--- src/rtl/snes_joy_ctrl.sv ---
// snes_joy_ctrl: polls an SNES-style serial gamepad at a fixed rate and
// converts its 16 active-low serial bits into the gb core's 8-bit
// active-high joystick word, plus the raw 12-button view and a
// pad-present flag.
module snes_joy_ctrl #(
  parameter int POLL_DIV   = 69905,
  parameter int STROBE_LEN = 50,
  parameter int HALF_BIT   = 25
) (
  input  logic        clk,
  input  logic        reset,
  input  logic        enable,
  input  logic        joy_data,
  output logic        joy_strobe,
  output logic        joy_clock,
  output logic [7:0]  joystick,
  output logic [11:0] buttons_raw,
  output logic        present,
  output logic        update
);

  localparam int PW   = $clog2(POLL_DIV);
  localparam int TMAX = (STROBE_LEN > HALF_BIT) ? STROBE_LEN : HALF_BIT;
  localparam int TW   = $clog2(TMAX);

  localparam logic [PW-1:0] POLL_LAST   = PW'(POLL_DIV - 1);
  localparam logic [TW-1:0] STROBE_LAST = TW'(STROBE_LEN - 1);
  localparam logic [TW-1:0] HALF_LAST   = TW'(HALF_BIT - 1);

  typedef enum logic [2:0] {
    S_IDLE,
    S_STROBE,
    S_SETTLE,
    S_LOW,
    S_HIGH,
    S_DONE
  } state_t;

  state_t         state_q;
  logic [PW-1:0]  cnt_q, cnt_d;
  logic [TW-1:0]  tmr_q;
  logic [3:0]     idx_q;
  logic [15:0]    sh_q;
  logic [1:0]     sync_q;
  logic           strobe_q;
  logic           jclk_q;
  logic [7:0]     joy_q;
  logic [11:0]    raw_q;
  logic           present_q;
  logic           update_q;

  logic           tick;
  logic           data_s;
  logic           pad_seen;
  logic [7:0]     joy_map;

  assign tick     = (cnt_q == POLL_LAST);
  assign data_s   = sync_q[1];
  // An unplugged pad leaves the line low, which reads as every bit pressed.
  assign pad_seen = (sh_q != 16'hFFFF);
  // gb order {start, select, B, A, down, up, left, right} from SNES bit order.
  assign joy_map  = {sh_q[3], sh_q[2], sh_q[0], sh_q[8],
                     sh_q[5], sh_q[4], sh_q[6], sh_q[7]};

  assign joy_strobe  = strobe_q;
  assign joy_clock   = jclk_q;
  assign joystick    = joy_q;
  assign buttons_raw = raw_q;
  assign present     = present_q;
  assign update      = update_q;

  // Bring the asynchronous pad data line into the clk domain.
  always_ff @(posedge clk) begin
    sync_q <= {sync_q[0], joy_data};
  end

  // Next value of the free-running poll counter.
  always_comb begin
    cnt_d = cnt_q + PW'(1);
    if (cnt_q == POLL_LAST) cnt_d = '0;
  end

  // Poll counter: wraps every POLL_DIV cycles, independent of the FSM.
  always_ff @(posedge clk) begin
    if (reset) cnt_q <= '0;
    else       cnt_q <= cnt_d;
  end

  // Frame sequencer: strobe, settle, 15 clock pulses, then publish results.
  always_ff @(posedge clk) begin
    if (reset) begin
      state_q   <= S_IDLE;
      tmr_q     <= '0;
      idx_q     <= '0;
      sh_q      <= '1;
      strobe_q  <= 1'b0;
      jclk_q    <= 1'b1;
      joy_q     <= '0;
      raw_q     <= '0;
      present_q <= 1'b0;
      update_q  <= 1'b0;
    end else begin
      update_q <= 1'b0;
      case (state_q)
        S_IDLE: begin
          // Ticks that arrive while disabled or busy are simply dropped.
          if (tick && enable) begin
            state_q  <= S_STROBE;
            strobe_q <= 1'b1;
            tmr_q    <= '0;
          end
        end
        S_STROBE: begin
          if (tmr_q == STROBE_LAST) begin
            state_q  <= S_SETTLE;
            strobe_q <= 1'b0;
            tmr_q    <= '0;
          end else begin
            tmr_q <= tmr_q + TW'(1);
          end
        end
        S_SETTLE: begin
          if (tmr_q == HALF_LAST) begin
            sh_q[idx_q] <= ~data_s;
            idx_q       <= idx_q + 4'd1;
            state_q     <= S_LOW;
            jclk_q      <= 1'b0;
            tmr_q       <= '0;
          end else begin
            tmr_q <= tmr_q + TW'(1);
          end
        end
        S_LOW: begin
          // The pad shifts its next bit out on the rising edge that ends LOW.
          if (tmr_q == HALF_LAST) begin
            state_q <= S_HIGH;
            jclk_q  <= 1'b1;
            tmr_q   <= '0;
          end else begin
            tmr_q <= tmr_q + TW'(1);
          end
        end
        S_HIGH: begin
          if (tmr_q == HALF_LAST) begin
            sh_q[idx_q] <= ~data_s;
            idx_q       <= idx_q + 4'd1;
            tmr_q       <= '0;
            if (idx_q == 4'd15) begin
              state_q <= S_DONE;
            end else begin
              state_q <= S_LOW;
              jclk_q  <= 1'b0;
            end
          end else begin
            tmr_q <= tmr_q + TW'(1);
          end
        end
        S_DONE: begin
          raw_q     <= sh_q[11:0];
          present_q <= pad_seen;
          joy_q     <= pad_seen ? joy_map : 8'h00;
          update_q  <= 1'b1;
          idx_q     <= '0;
          state_q   <= S_IDLE;
        end
        default: begin
          state_q <= S_IDLE;
        end
      endcase
    end
  end

endmodule
--- config.mk ---
export PLATFORM = sky130hd
export DESIGN_NAME = snes_joy_ctrl
export DESIGN_NICKNAME = d
export VERILOG_FILES = /design/src/rtl/snes_joy_ctrl.sv
export SDC_FILE = /design/constraint.sdc
export NUM_CORES = 1
export LEC_CHECK = 0
export BUFFER_PORTS_ARGS = -buffer_cell sky130_fd_sc_hd__buf_2
export CAP_MARGIN = 20
export CORE_MARGIN = 2
export CORE_UTILIZATION = 43
export CTS_BUF_LIST = sky130_fd_sc_hd__clkbuf_4 sky130_fd_sc_hd__clkbuf_8
export DETAILED_ROUTE_END_ITERATION = 6
export GPL_ROUTABILITY_DRIVEN = 0
export PLACE_DENSITY = 0.74
export SYNTH_ARGS = -nofsm -noshare
export SYNTH_HDL_FRONTEND = slang
export SYNTH_SLANG_ARGS = --single-unit
--- constraint.sdc ---
create_clock -name clk -period 1.8 [get_ports clk]
set_clock_uncertainty 0.15 [all_clocks]
set_input_delay 0.36 -clock clk [delete_from_list [all_inputs] [get_ports clk]]
set_output_delay 0.36 -clock clk [all_outputs]
set_load 0.01 [all_outputs]
* Word-level counts from Yosys, hierarchy flattened
Cells that the tools add are included.
Word-level totals: output and inout port bits 24, word-level logic and storage cells 77, bits of input ports 4, flip-flop bits (word level) 72
Operators by class: equality and inequality tests 17, mux-type cells 26, reductions and logical operators 16, magnitude comparators 2, add/sub/neg operators 3, bitwise logic cells 1
Operator list (number):
- $mux W3 | 6
- $mux W6 | 3
- $pmux W6 S3 | 1
- $add A17 B1 Y17 const B | 1
- $eq A17 B17 Y1 const B | 1
- $bwmux W16 | 1
- $ne A16 B16 Y1 const B | 1
- $pmux W3 S5 | 1
- $ne A2 B2 Y1 const B | 6
- $reduce_and A5 Y1 | 2
- $mux W1 | 8
- $mux W8 | 1
- $pmux W4 S2 | 1
- $add A6 B1 Y6 const B | 1
- $eq A3 B2 Y1 const B | 2
- $eq A3 B3 Y1 const B | 2
- $eq A6 B5 Y1 const B | 1
- $eq A6 B6 Y1 const B | 1
- $reduce_and A2 Y1 | 3
- $reduce_bool A3 Y1 | 2
- $lt A4 B5 Y1 const B | 1
- $add A4 B1 Y4 const B | 1
- $demux W1 S4 | 1
- $eq A4 B4 Y1 const B | 1
- 13 further kinds | 16

* Longest topological paths before layout
Gate-level depths: netlist (run 1).
word-level depth 5, gate-level depth with buffers 8, depth with buffers taken out 7

* Worst setup path before layout (run 1)
Ideal clock, no wire load.
path type reg2reg, from register tmr_q[0], to register sh_q[15], path buffers 1, setup time 0.120 ns, required time 1.530 ns, arrival 1.503 ns, slack 0.027 ns, stages on the path, launching flop included 8, clock period less this slack 1.773 ns, cells stage by stage dfxtp_1 inv_1 ha_1 nand4b_2 nor4_2 buf_4 nand4_1 a211o_1
On the way: cells in the longest elaborated chain, start to end 2
Ends and longest elaborated chain:
- from (decl) | line 41 | logic [TW-1:0] tmr_q;
- from (signal assigned) | line 119 | tmr_q <= tmr_q + TW'(1);
- from (signal assigned) | line 130 | tmr_q <= tmr_q + TW'(1);
- from (signal assigned) | line 140 | tmr_q <= tmr_q + TW'(1);
- $eq A6 B5 Y1 | line 123, 144
- $reduce_and A2 Y1 (no line)
- to (signal, indexed assignment) | line 124 | sh_q[idx_q] <= ~data_s;
- to (signal, indexed assignment) | line 145 | sh_q[idx_q] <= ~data_s;
- to (decl) | line 43 | logic [15:0] sh_q;
No other way between the ends. A chain may end at the register's enable or synchronous reset.

* Worst setup path in the final report (run 1)
from register tmr_q[0], to register sh_q[9]
Same word-level chain as after synthesis.

==> run_results.csv, run 1 <==
group,metric,value,unit
run_status,status,"complete, but fails checks",
run_status,violations,"setup timing",
power_and_ir_drop,power_frac_seq,0.543,
run,max_cap_violations,0,
detailed_routing,vias,2620,
power_and_ir_drop,clkPwrFrac,0.398,
timing,rsz0062_at_grt,"yes",
hold_path,min_path_type,"reg2reg",
floorplanning,die_h,88.4,um
timing,slew_headroom,0.575,
final_layout,final_nets,401,
setup_path,critPathBufInv,3,
power_and_ir_drop,leakage,1.66,nW
logic_synthesis,yosys_warnings,0,
timing,maxSlewViolCount,0,
global_routing,grt_max_degree,22,
setup_path,arrival,1.98,ns
detailed_routing,wirelength,6.90,mm
setup_path,cp.depth,8,
setup_path,start_kind,"register",
detailed_routing,routedWlPerCell,14.1,um
timing,final-hold-violation-count,0,
power_and_ir_drop,ir_worst_vdd,591,uV
clock_network,cts-buffers-inserted,9,
floorplanning,die_w,88.4,um
power_and_ir_drop,cellPowerDensity,753,nW/um^2
setup_path,worstSetupEndpointType,"register",
floorplanning,fp.dieArea,7810,sq um
setup_path,cp_slowest_stage_delay,0.34,ns
placement,dp_slack,-0.0903,ns
clock_network,clkTransAtPathRegs,0.08,ns
setup_path,slowest_stage,"dfxtp_2",
setup_path,path_delay_family,"simple AND/OR/NAND/NOR gates",
setup_path,startpoint,"tmr_q[0]$_SDFFE_PP0P_",
power_and_ir_drop,internal-power,0.00222,W
clock_network,cts_tree,"yes",
setup_path,path_cells,"inv_2 > ha_4 > nand4b_4 > nor4_4 > buf_4 > buf_12 > nand3_2 > a211o_1",
placement,portBuffers,27,
timing,finalSetupViolCount,15,
detailed_routing,drc,0,
hold_path,min_from,"sync_q[0]$_DFF_P_",
power_and_ir_drop,p_sw_frac,0.261,
logic_synthesis,ys_ff_latch,72,
floorplanning,core_area,6830,sq um
setup_path,endpoint,"sh_q[9]$_SDFFE_PP1P_",
global_routing,gr-total-overflow,0,
final_layout,syn_to_final_growth,30.6,%
placement,placed_cells,467,
placement,dpl.hpwl,4.43,mm
logic_synthesis,syn_nets,334,
power_and_ir_drop,power.switching,0.000786,W
setup_path,r2r_start,"tmr_q[0]$_SDFFE_PP0P_",
detailed_routing,ant_nets,0,
global_routing,grt_pass1_wl,10.7,mm
detailed_routing,firstDrtPassIters,6,
floorplanning,initial_utilization,0.448,
timing,min_period,1.90,ns
timing,setup_ws,-0.100,ns
logic_synthesis,synth_area,3060,sq um
logic_synthesis,synth.avg_cell_area,9.53,sq um
timing,fmax,526,MHz
detailed_routing,via_per_inst,5.36,
timing,worstMarginPinSlew,0.636,ns
clock_network,clk_path_buf_depth,2,
global_routing,first_global_vias,2391,
final_layout,layout-drive-gt1-share,0.336,
setup_path,reg2reg_to,"sh_q[9]$_SDFFE_PP1P_",
global_routing,grt_use_total,0.175,
clock_network,clock_latency,0.36,ns
timing,finalCritPeriodShare,1.06,
floorplanning,num_rows,30,
logic_synthesis,synth-edff-count,0,
setup_path,reg2reg_slack,-0.10,ns
logic_synthesis,synthDistinctLibCells,46,
clock_network,cts.sinks,72,
detailed_routing,drtIter0Drc,183,
logic_synthesis,syn_inst,321,
setup_path,path_class,"reg2reg",
setup_path,cp_max_fo,8,
clock_network,cts_root_buf,"clkbuf_8",
logic_synthesis,async_flop_share,0,
logic_synthesis,ys_seq_area_frac,0.471,
floorplanning,io_pins,28,
logic_synthesis,synth_flop_cell,"dfxtp_1",
setup_path,worstPathRequired,1.88,ns
final_layout,insertedDiodeCount,0,
clock_network,cts_htree_levels,3,
setup_path,r2r.worst_path.cells,8,
final_layout,final_cell_count_no_fill,489,
power_and_ir_drop,p_comb_frac,0.059,
global_routing,antenna_found_initial,0,
-- worst reg2reg max path, cell delays in order (launching register included) --
cell      delay (ns)
dfxtp_2         0.34
inv_2           0.07
ha_4            0.14
nand4b_4        0.11
nor4_4          0.25
buf_4           0.19
buf_12          0.14
nand3_2         0.10
a211o_1         0.29
-- area by class of cell --
type / count / area (sq um)
Inverter: 8 / 30.0
Clock inverter: 7 / 61.3
Timing Repair Buffer: 75 / 531
Fill cell: 589 / 2830
Multi-Input combinational cell: 222 / 1690
Tap cell: 96 / 120
Clock buffer: 9 / 124
Sequential cell: 72 / 1450
-- kinds of logic (layout without fill, tap and decap cells) --
family	count (synthesis)	after routing	share of synthesized area
AOI/OAI and AO/OA	66	66	0.167
xor gates and xnor gates	18	18	0.0515
adders and majority gates	9	9	0.0368
buffers and inverters	27	99	0.0388
DFF	72	72	0.471
muxes	2	2	0.00695
and+or+nand+nor	127	127	0.228
-- power groups by stage --
stage / combinational, W / sequential (W) / clock (W)
2_1_floorplan: 0.000102 / 0.00166 / 0
3_3_place_gp: 0.000161 / 0.00166 / 0
3_5_place_dp: 0.000162 / 0.00166 / 0
4_1_cts: 0.000175 / 0.00163 / 0.00122
5_1_grt: 0.000197 / 0.00164 / 0.00130
6_report: 0.000179 / 0.00163 / 0.00120
-- registers in the layout (all words and copies together), names as in the netlist --
name / cells
idx_q: 4
state_q: 3
update: 1
joy_strobe: 1
cnt_q: 17
joy_clock: 1
joystick: 8
sh_q: 16
tmr_q: 6
buttons_raw: 12
sync_q: 2
present: 1
-- synthesized netlist by cell type (7+ instances only) --
master    number  area [sq um]
a211o_1       19           166
a21oi_1        8          40.0
a22o_1        22           193
buf_2          8          40.0
clkbuf_1       8          30.0
dfxtp_1       72          1440
ha_1           9           113
inv_1          8          30.0
nand2_1       14          52.6
nand3_1       18          90.1
nand4_1       13          81.3
nor2_1        43           161
o21ai_0        7          35.0
xnor2_1        7          61.3
xor2_1        11          96.3
-- worst min path at each step --
stage | slack (ns) | cells after the start | endpoint
5_1_grt | 0.21 | 0 | sync_q[1]$_DFF_P_
3_3_place_gp | 0.17 | 0 | sync_q[1]$_DFF_P_
4_1_cts | 0.20 | 0 | sync_q[1]$_DFF_P_
6_report | 0.19 | 0 | sync_q[1]$_DFF_P_
3_5_place_dp | 0.17 | 0 | sync_q[1]$_DFF_P_
2_1_floorplan | 0.16 | 0 | sync_q[1]$_DFF_P_
-- stage by stage --
| stage | setup TNS [ns] | cell area, sq um | hold WS [ns] | util | total power, W |
|---|---|---|---|---|---|
| 6_report | -0.543 | 4000 | 0.191 | 0.585 | 0.00301 |
| 2_1_floorplan | 0 | 3060 | 0.160 | - | 0.00176 |
| 5_1_grt | -2.21 | 4000 | 0.208 | 0.585 | 0.00313 |
| 3_3_place_gp | -0.0543 | 3550 | 0.172 | 0.520 | 0.00182 |
| 3_5_place_dp | -0.730 | 3550 | 0.175 | 0.520 | 0.00183 |
| 4_1_cts | -1.21 | 3840 | 0.196 | 0.563 | 0.00303 |
-- metal layers --
metal	vias to the layer above	wire length [um]	share of wire	global-route usage
li1	1291	-	-	-
met1	1243	2860	0.41	0.206
met2	75	3570	0.52	0.295
met3	11	343	0.050	0.0485
met4	0	126	0.018	0.0854
met5	-	0	0	0
-- placed cells by master, fill, tap and decap left out, types with 2 or more instances in the layout --
| master | netlist | routed |
|---|---|---|
| nor4b_2 | 3 | 2 |
| nand3_4 | 0 | 5 |
| inv_6 | 0 | 3 |
| buf_4 | 2 | 43 |
| inv_1 | 8 | 5 |
| dfxtp_2 | 0 | 4 |
| o21ai_0 | 7 | 6 |
| xnor2_1 | 7 | 7 |
| nor2_1 | 43 | 41 |
| a22o_1 | 22 | 22 |
| nand3_2 | 0 | 7 |
| nor3_1 | 5 | 3 |
| nor2_4 | 0 | 2 |
| xor2_1 | 11 | 11 |
| inv_2 | 0 | 3 |
| nor3_2 | 2 | 4 |
| nor2b_1 | 4 | 3 |
| buf_2 | 8 | 27 |
| and3_1 | 4 | 4 |
| buf_6 | 0 | 2 |
| a21oi_2 | 0 | 2 |
| ha_1 | 9 | 8 |
| nand4_1 | 13 | 13 |
| clkbuf_8 | 0 | 9 |
| or2_4 | 0 | 2 |
| nand2b_1 | 2 | 2 |
| nand2_1 | 14 | 13 |
| nand4b_1 | 2 | 2 |
| clkinvlp_4 | 0 | 2 |
| a211o_1 | 19 | 19 |
| nand3_1 | 18 | 6 |
| a21oi_1 | 8 | 6 |
| buf_12 | 0 | 2 |
| dfxtp_1 | 72 | 68 |
| nor3b_1 | 4 | 4 |
| or3_1 | 3 | 3 |
| a21o_1 | 2 | 2 |
-- timing repair --
action,in CTS,in global routing
pin swaps,15,14
cloned,2,0
hold buffers,1,0
buffers inserted,2,1
endpoints found under the setup margin,25,35
hold endpoints to repair,1,0
gates resized for setup,20,32
Power figures use the tool's default switching activity.
==> inputs of run 2 (changes only) <==
PLACE_DENSITY = 0.72   (was 0.74)
clock period = 1.9 ns   (was 1.8 ns; I/O delays follow)
==> run 2 against run 1 <==
  * Critical path depth shrank 1
  * Sequential power shrank 5%
  * Sequential share of layout area grew 2.8 points
  * Global-route usage shrank 0.73 points
  * Non-clock buffer count shrank 20
  * Total power shrank 5.3%
  * Flip-flop and latch count is the same
  * The flow now finishes without violations
  * Combinational power shrank 8%
  * Clock power shrank 5%
  * Utilization shrank 4.2 points
  * Setup slack gained 0.12 ns
  * Final area shrank 7.1%
==> run_results.csv, run 2 (synthesized netlist as in run 1, its figures left out) <==
group,metric,value,unit
run_status,status,"finished, final reports clean",
detailed_routing,vias,2476,
global_routing,antenna_found_initial,0,
detailed_routing,drc,0,
hold_path,hold_path_end,"sync_q[1]$_DFF_P_",
setup_path,path_class,"reg2reg",
power_and_ir_drop,power.switching,0.000746,W
setup_path,reg2reg_slack,0.02,ns
hold_path,hold_depth,0,
floorplanning,fp.dieArea,7810,sq um
setup_path,slowest_stage,"dfxtp_2",
timing,final-hold-violation-count,0,
setup_path,start_kind,"register",
timing,finalSetupTns,0,ns
timing,slew_headroom,0.616,
global_routing,gr-total-overflow,0,
power_and_ir_drop,clkPwrFrac,0.400,
floorplanning,die_w,88.4,um
setup_path,arrival,1.97,ns
timing,maxSlewViolCount,0,
timing,finalSetupViolCount,0,
final_layout,layout_common_cells,"68 x dfxtp_1, 43 x nor2_1, 27 x buf_2",
detailed_routing,routedWlPerCell,13.3,um
clock_network,clk_path_buf_depth,2,
global_routing,first_global_vias,2283,
setup_path,worstSetupEndpointType,"register",
timing,min_period,1.88,ns
final_layout,largest_register_ffs,17,
floorplanning,io_pins,28,
power_and_ir_drop,p_comb_frac,0.058,
hold_path,min_path_type,"reg2reg",
detailed_routing,firstDrtPassIters,4,
final_layout,final_util,0.544,
floorplanning,die_h,88.4,um
final_layout,largest_register,"cnt_q",
power_and_ir_drop,cellPowerDensity,767,nW/um^2
final_layout,n_fill_cell,632,
global_routing,grt_max_degree,22,
power_and_ir_drop,p_sw_frac,0.262,
placement,dpl.hpwl,4.16,mm
power_and_ir_drop,power_frac_seq,0.542,
run,max_cap_violations,0,
final_layout,syn_to_final_growth,21.3,%
clock_network,cts-buffers-inserted,9,
timing,worstMarginPinSlew,0.575,ns
timing,finalCritPeriodShare,0.989,
detailed_routing,via_per_inst,5.28,
power_and_ir_drop,internal-power,0.00210,W
global_routing,grt_pass1_wl,10.2,mm
setup_path,cp_slowest_stage_delay,0.34,ns
hold_path,min_from,"sync_q[0]$_DFF_P_",
final_layout,final_nets,381,
setup_path,worstPathRequired,1.99,ns
floorplanning,core_area,6830,sq um
power_and_ir_drop,leakage,1.56,nW
clock_network,clkTransAtPathRegs,0.08,ns
floorplanning,initial_utilization,0.448,
final_layout,multi_input_area,1580,sq um
timing,rsz0062_at_grt,"yes",
final_layout,layout-drive-gt1-share,0.263,
clock_network,cts.sinks,72,
timing,holdWs,0.176,ns
final_layout,final_common_cell,"dfxtp_1",
timing,fmax,532,MHz
clock_network,cts_tree,"yes",
power_and_ir_drop,ir_worst_vdd,538,uV
detailed_routing,ant_nets,0,
detailed_routing,drtIter0Drc,135,
detailed_routing,wirelength,6.23,mm
global_routing,grt_use_total,0.168,
clock_network,clock_latency,0.35,ns
setup_path,r2r.worst_path.cells,7,
floorplanning,num_rows,30,
final_layout,regArea,1450,sq um
setup_path,path_cells,"inv_2 > ha_4 > nand4b_4 > nor4_4 > buf_4 > nand4_1 > a211o_1",
setup_path,cp_max_fo,5,
placement,portBuffers,27,
final_layout,insertedDiodeCount,0,
setup_path,reg2reg_to,"sh_q[15]$_SDFFE_PP1P_",
setup_path,r2r_start,"tmr_q[0]$_SDFFE_PP0P_",
clock_network,cts_root_buf,"clkbuf_8",
clock_network,cts_htree_levels,3,
## run 2: cell types whose count changed in the layout (fill, tap and decap cells not counted), sizes merged
cell / delta
inv: +1
buf: -20
clkinvlp: -1
## run 2: power groups by stage
stage / Sequential, W / Clock, W / Combinational, W
2_1_floorplan: 0.00157 / 0 / 0.0000968
3_3_place_gp: 0.00158 / 0 / 0.000129
3_5_place_dp: 0.00158 / 0 / 0.000132
4_1_cts: 0.00154 / 0.00118 / 0.000143
5_1_grt: 0.00155 / 0.00124 / 0.000185
6_report: 0.00155 / 0.00114 / 0.000164
## run 2: through the flow
stage	cell area (sq um)	std cells	power (W)	setup WS, ns
after floorplan	3060	321	0.00167	0.127
after global placement	3380	446	0.00171	-0.0697
after detailed placement	3380	446	0.00171	-0.0913
after CTS	3610	465	0.00287	0.0127
after global routing	3710	469	0.00297	-0.0604
final	3710	469	0.00285	0.0207
## run 2: worst max-delay path by stage
stage / cells past startpoint / startpoint / end
finish: 7 / tmr_q[0]$_SDFFE_PP0P_ / sh_q[15]$_SDFFE_PP1P_
global route: 7 / tmr_q[0]$_SDFFE_PP0P_ / sh_q[15]$_SDFFE_PP1P_
CTS: 6 / cnt_q[0]$_SDFF_PP0_ / cnt_q[9]$_SDFF_PP0_
detailed placement: 7 / cnt_q[1]$_SDFF_PP0_ / tmr_q[5]$_SDFFE_PP0P_
global placement: 7 / cnt_q[1]$_SDFF_PP0_ / tmr_q[5]$_SDFFE_PP0P_
floorplan: 7 / tmr_q[0]$_SDFFE_PP0P_ / sh_q[15]$_SDFFE_PP1P_
## run 2: area by class of cell
class                      instances  area share
clock inverter                     7      0.0168
timing repair buffer              55      0.0957
inverter                           8     0.00809
sequential                        72       0.389
multi-input combinational        222       0.424
clock buffer                       9      0.0334
tap                               96      0.0323
## run 2: repair_timing
item | 4_1_cts | 5_1_grt
setup buffers | 2 | 2
cloned | 0 | 2
endpoints found under the setup margin | 12 | 38
hold buffers | 1 | 0
pin swaps | 5 | 6
gates resized for setup | 4 | 23
endpoints found under the hold margin | 1 | 0
## run 2: per-layer routing
layer | wire, um | global-route usage | vias up
met5 | 0 | 0 | -
li1 | - | - | 1254
met4 | 99 | 0.0785 | 0
met3 | 227 | 0.0532 | 7
met1 | 2800 | 0.204 | 1163
met2 | 3100 | 0.271 | 52
## run 2: critical path: cells and delay by family (launching register included)
family          cells  cell delay (ns)
buf+inv             2             0.28
flops               1             0.34
fa+ha+maj           1             0.13
compound gates      1             0.31
simple gates        3             0.55
